File: src/rtl/nibble_serial_adder_pkg.sv
// Shared definitions for the nibble-serial adder: FSM encoding and nibble width.
package nibble_serial_adder_pkg;

    localparam int unsigned NIBBLE_W = 4;

    typedef enum logic [1:0] {
        StIdle = 2'd0,
        StAdd  = 2'd1,
        StDone = 2'd2
    } state_e;

endpackage

File: src/rtl/four_bit_adder.sv
// Plain 4-bit ripple adder with carry in and carry out.
module four_bit_adder (
    input  logic [3:0] a,
    input  logic [3:0] b,
    input  logic       cin,
    output logic [3:0] sum,
    output logic       cout
);

    assign {cout, sum} = {1'b0, a} + {1'b0, b} + {4'b0000, cin};

endmodule

File: src/rtl/nibble_serial_adder.sv
// Adds two WIDTH-bit operands one nibble per cycle through a single 4-bit adder,
// rippling the carry between cycles via carry_q.
module nibble_serial_adder
    import nibble_serial_adder_pkg::*;
#(
    parameter int unsigned WIDTH = 16
) (
    input  logic             clk,
    input  logic             rst,
    input  logic             in_valid,
    output logic             in_ready,
    input  logic [WIDTH-1:0] a,
    input  logic [WIDTH-1:0] b,
    input  logic             cin,
    output logic             out_valid,
    input  logic             out_ready,
    output logic [WIDTH-1:0] sum,
    output logic             cout,
    output logic             busy
);

    localparam int unsigned NIBBLES = WIDTH / NIBBLE_W;
    localparam int unsigned IDX_W   = $clog2(NIBBLES);

    state_e                  state_q;
    logic [IDX_W-1:0]        idx_q;
    logic                    carry_q;
    logic [WIDTH-1:0]        a_q;
    logic [WIDTH-1:0]        b_q;

    logic [NIBBLE_W-1:0]     nib_a;
    logic [NIBBLE_W-1:0]     nib_b;
    logic [NIBBLE_W-1:0]     nib_sum;
    logic                    nib_cout;
    logic                    last_nib;

    assign nib_a    = a_q[idx_q * NIBBLE_W +: NIBBLE_W];
    assign nib_b    = b_q[idx_q * NIBBLE_W +: NIBBLE_W];
    assign last_nib = (idx_q == IDX_W'(NIBBLES - 1));

    four_bit_adder u_adder (
        .a    (nib_a),
        .b    (nib_b),
        .cin  (carry_q),
        .sum  (nib_sum),
        .cout (nib_cout)
    );

    // Handshake flags are registered alongside the state so they change only with it.
    always_ff @(posedge clk or posedge rst) begin
        if (rst) begin
            state_q   <= StIdle;
            idx_q     <= '0;
            carry_q   <= 1'b0;
            a_q       <= '0;
            b_q       <= '0;
            sum       <= '0;
            cout      <= 1'b0;
            in_ready  <= 1'b1;
            out_valid <= 1'b0;
            busy      <= 1'b0;
        end else begin
            case (state_q)
                StIdle: begin
                    if (in_valid) begin
                        a_q      <= a;
                        b_q      <= b;
                        carry_q  <= cin;
                        idx_q    <= '0;
                        state_q  <= StAdd;
                        in_ready <= 1'b0;
                        busy     <= 1'b1;
                    end
                end
                StAdd: begin
                    sum[idx_q * NIBBLE_W +: NIBBLE_W] <= nib_sum;
                    carry_q <= nib_cout;
                    idx_q   <= idx_q + 1'b1;
                    if (last_nib) begin
                        cout      <= nib_cout;
                        state_q   <= StDone;
                        out_valid <= 1'b1;
                    end
                end
                StDone: begin
                    if (out_ready) begin
                        state_q   <= StIdle;
                        out_valid <= 1'b0;
                        in_ready  <= 1'b1;
                        busy      <= 1'b0;
                    end
                end
                default: begin
                    state_q   <= StIdle;
                    out_valid <= 1'b0;
                    in_ready  <= 1'b1;
                    busy      <= 1'b0;
                end
            endcase
        end
    end

endmodule
File: config.mk
export PLATFORM = sky130hd
export DESIGN_NAME = nibble_serial_adder
export DESIGN_NICKNAME = d
export VERILOG_FILES = /design/src/rtl/nibble_serial_adder_pkg.sv /design/src/rtl/four_bit_adder.sv /design/src/rtl/nibble_serial_adder.sv
export SDC_FILE = /design/constraint.sdc
export NUM_CORES = 1
export LEC_CHECK = 0
export ABC_CLOCK_PERIOD_IN_PS = 4200
export BUFFER_PORTS_ARGS = -buffer_cell sky130_fd_sc_hd__buf_2
export CAP_MARGIN = 25
export CORE_MARGIN = 4
export CORE_UTILIZATION = 39
export DETAILED_ROUTE_END_ITERATION = 7
export HOLD_SLACK_MARGIN = 0.05
export SYNTH_ARGS = -nofsm -noshare
export SYNTH_HDL_FRONTEND = slang
export SYNTH_HIERARCHICAL = 1
export SYNTH_SLANG_ARGS = --single-unit
File: constraint.sdc
create_clock -name clk -period 4.2 [get_ports clk]
set_clock_uncertainty 0.15 [all_clocks]
set_input_delay 0.21 -clock clk [delete_from_list [all_inputs] [get_ports clk]]
set_output_delay 0.21 -clock clk [all_outputs]
set_load 0.02 [all_outputs]
==> flow_summary.json <==
{
  "syn_area_um2": 2864,
  "worst-setup-path-type": "reg -> reg",
  "numCtsBuffers": 9,
  "htreeDepth": 3,
  "cts_tree": "built",
  "fin_cells": 390,
  "peakVddDrop_uv": 399.3,
  "leakage_nw": 1.764,
  "finalPower_mw": 3.120,
  "drv_cap": 0,
  "cp-start-kind": "flip-flop",
  "hpwl_um": 3962,
  "cellPowerDensity_nw_per_um2": 837.8,
  "slowest_delay_ns": 0.89,
  "final_nets": 338,
  "reg2regPathDepth": 8,
  "relSlewSlack_pct": 44.51,
  "critPathTopFamily": "flip-flops",
  "std_cell_rows": 30,
  "ys_seq_elements": 57,
  "fillers": 615,
  "hold_class": "in -> reg",
  "netlist_top_cells_area": "dfrtp_1 (49%), mux2_4 (15%), mux4_2 (6.3%)",
  "layout_worst_path_cycle_share_pct": 72.79,
  "worst_slack_ns": 1.143,
  "cts_resized": 0,
  "n_antenna_cell": 0,
  "worstMarginPinSlew_ns": 0.8324,
  "start_util_pct": 41.24,
  "crit_required_ns": 4.28,
  "wirelength_um": 5905,
  "gp_congestion": 0.7335,
  "clkSinkCount": 57,
  "grt_max_degree": 58,
  "cts_buffer_depth": 2,
  "synth_flop_cell": "dfrtp_1",
  "seq_area_frac_synth_pct": 49.85,
  "ant_nets": 0,
  "yosysTopAreaCell": "dfrtp_1",
  "drt_iter0_markers": 41,
  "synth_common_cells": "dfrtp_1 (56), mux2_4 (29), nand2_1 (18)",
  "synth_edf_count": 0,
  "cpMostUsedCell": "fa_1",
  "clock_latency_ns": 0.34,
  "vias_per_cell": 4.800,
  "tns_ns": 0,
  "core_area_um2": 6944,
  "path_buf_inv": 1,
  "area_growth_pct": 30.01,
  "synth.net_count": 244,
  "synthMostInstantiatedCell": "dfrtp_1",
  "drive_gt1_share_pct": 41.84,
  "run_status": "complete, no violations",
  "cp_slowest_cell": "dfrtp_1",
  "first_pass_iters": 4,
  "endpoint_kind": "flip-flop",
  "drv_slew": 0,
  "dieArea_um2": 8779,
  "antenna_found_initial": 0,
  "crit_chain": "mux4_2 -> fa_1 -> inv_1 -> fa_1 -> nor2b_1 -> o21ai_0 -> nand2b_1 -> mux2_2",
  "drt-wirelength-per-cell_um": 15.14,
  "crit_fanout": 15,
  "numPortBuffers": 56,
  "clk_pin_slew_ns": 0.07,
  "setup_viol": 0,
  "die_height_um": 93.70,
  "synth_cell_types": 37,
  "vias": 1872,
  "cp.depth": 8,
  "die_x_um": 93.70,
  "yosysTopAreaCellShare_pct": 48.93,
  "drc_errors": 0,
  "hold_viol": 0,
  "placedCellCount": 341,
  "syn_area_per_cell_um2": 14.61,
  "period_minus_slack_ns": 3.057,
  "grt_util_all_layers_pct": 15.08,
  "rsz0062_at_grt": "false",
  "synth_cells": 196,
  "grt_pass1_vias": 2074,
  "fmax_mhz": 327.1,
  "grt_pass1_wl_um": 10120,
  "dpl_worst_slack_ns": 1.098,
  "ys_warn_count": 6,
  "cts_root_buf": "clkbuf_8",
  "arrival_ns": 3.14,
  "ios": 57,
  "postLayoutCoreUtil_pct": 53.62,
  "synthArstFlopShare_pct": 100.0,
  "hold_depth": 3,
  "grt_overflow_total": 0
}
-- registers in the layout, summed over array words and instances (netlist names) --
| signal | flops |
|---|---|
| a_q | 16 |
| b_q | 16 |
| sum | 16 |
| idx_q | 2 |
| state_q | 2 |
| busy | 1 |
| carry_q | 1 |
| cout | 1 |
| in_ready | 1 |
| out_valid | 1 |
-- per-stage QoR --
step	area (um^2)	hold WS [ns]
after global routing	3724	0.09153
after CTS	3724	0.06853
final	3724	0.09068
after detailed placement	3169	0.2938
after global placement	3169	0.2902
after floorplan	2864	0.1984
-- path summary, 6_finish.rpt --
path | endpoint | slack, ns | startpoint
min reg2reg | sum[8] | 0.33 | sum[8]
min in group asynchronous | a_q[15] | 0.46 | rst
max reg2reg | cout | 1.14 | idx_q[0]
max in group asynchronous | b_q[2] | 2.94 | rst
max | cout | 1.14 | idx_q[0]
min | state_q[0] | 0.09 | in_valid
-- placed cells by master, fill, tap and decap left out, types with 2 or more instances in the layout --
cell type       n
nand2_1        18
fa_1            2
a21oi_1         3
mux2_4         29
a22o_1          8
a21o_1          2
o2bb2ai_1       4
xnor2_1         2
o21ai_0         7
nand3_1         4
nand3b_1        2
inv_1           7
mux2_2          4
clkbuf_8       13
dfrtp_1        56
dlygate4sd3_1  34
buf_2          56
nor2_1          6
ha_1            9
mux4_2          8
-- report_power, final --
group          internal (mW)  switching (mW)  total (mW)  leakage (nW)
registers              0.796           0.216        1.01         0.700
clock network          0.334           0.216       0.550         0.112
logic                  0.793           0.764        1.56         0.952
total                   1.92            1.20        3.12          1.76
-- repair_timing --
item | 4_1_cts | 5_1_grt
hold buffers | 34 | 0
buffers inserted | 0 | 0
hold endpoints to repair | 91 | 0
-- area by class of cell --
class                   count  area, um^2  share of cell area, %
multi-input cells         123        1304                  35.01
repair buffers             91       628.1                  16.87
clock buffers              13       178.9                  4.805
well taps                  96       120.1                  3.226
inverters                   8       30.03                 0.8065
flip-flops and latches     57        1428                  38.34
clock inverters             2       35.03                 0.9409
-- worst register-to-register path, cell delays in order, from the launching register on --
cell and delay, ns:
dfrtp_1 0.89, mux4_2 0.63, fa_1 0.45, inv_1 0.08
fa_1 0.21, nor2b_1 0.06, o21ai_0 0.14, nand2b_1 0.09
mux2_2 0.26
-- layer usage --
layer,global-route usage (%),share of wire (%),up-vias
met5,0,0,-
met4,4.693,1.1,0
met3,5.769,5.7,8
met2,24.66,48,49
met1,18.40,45,918
li1,-,-,897
-- logic make-up after synthesis --
logic type / synth area share, %
buf+inv: 4.631
fa+ha+maj: 5.330
mux: 23.07
simple gates: 9.392
xor+xnor: 0.6117
flops: 49.85
compound gates: 7.121
Note: power is estimated with default switching activity, not from simulation.
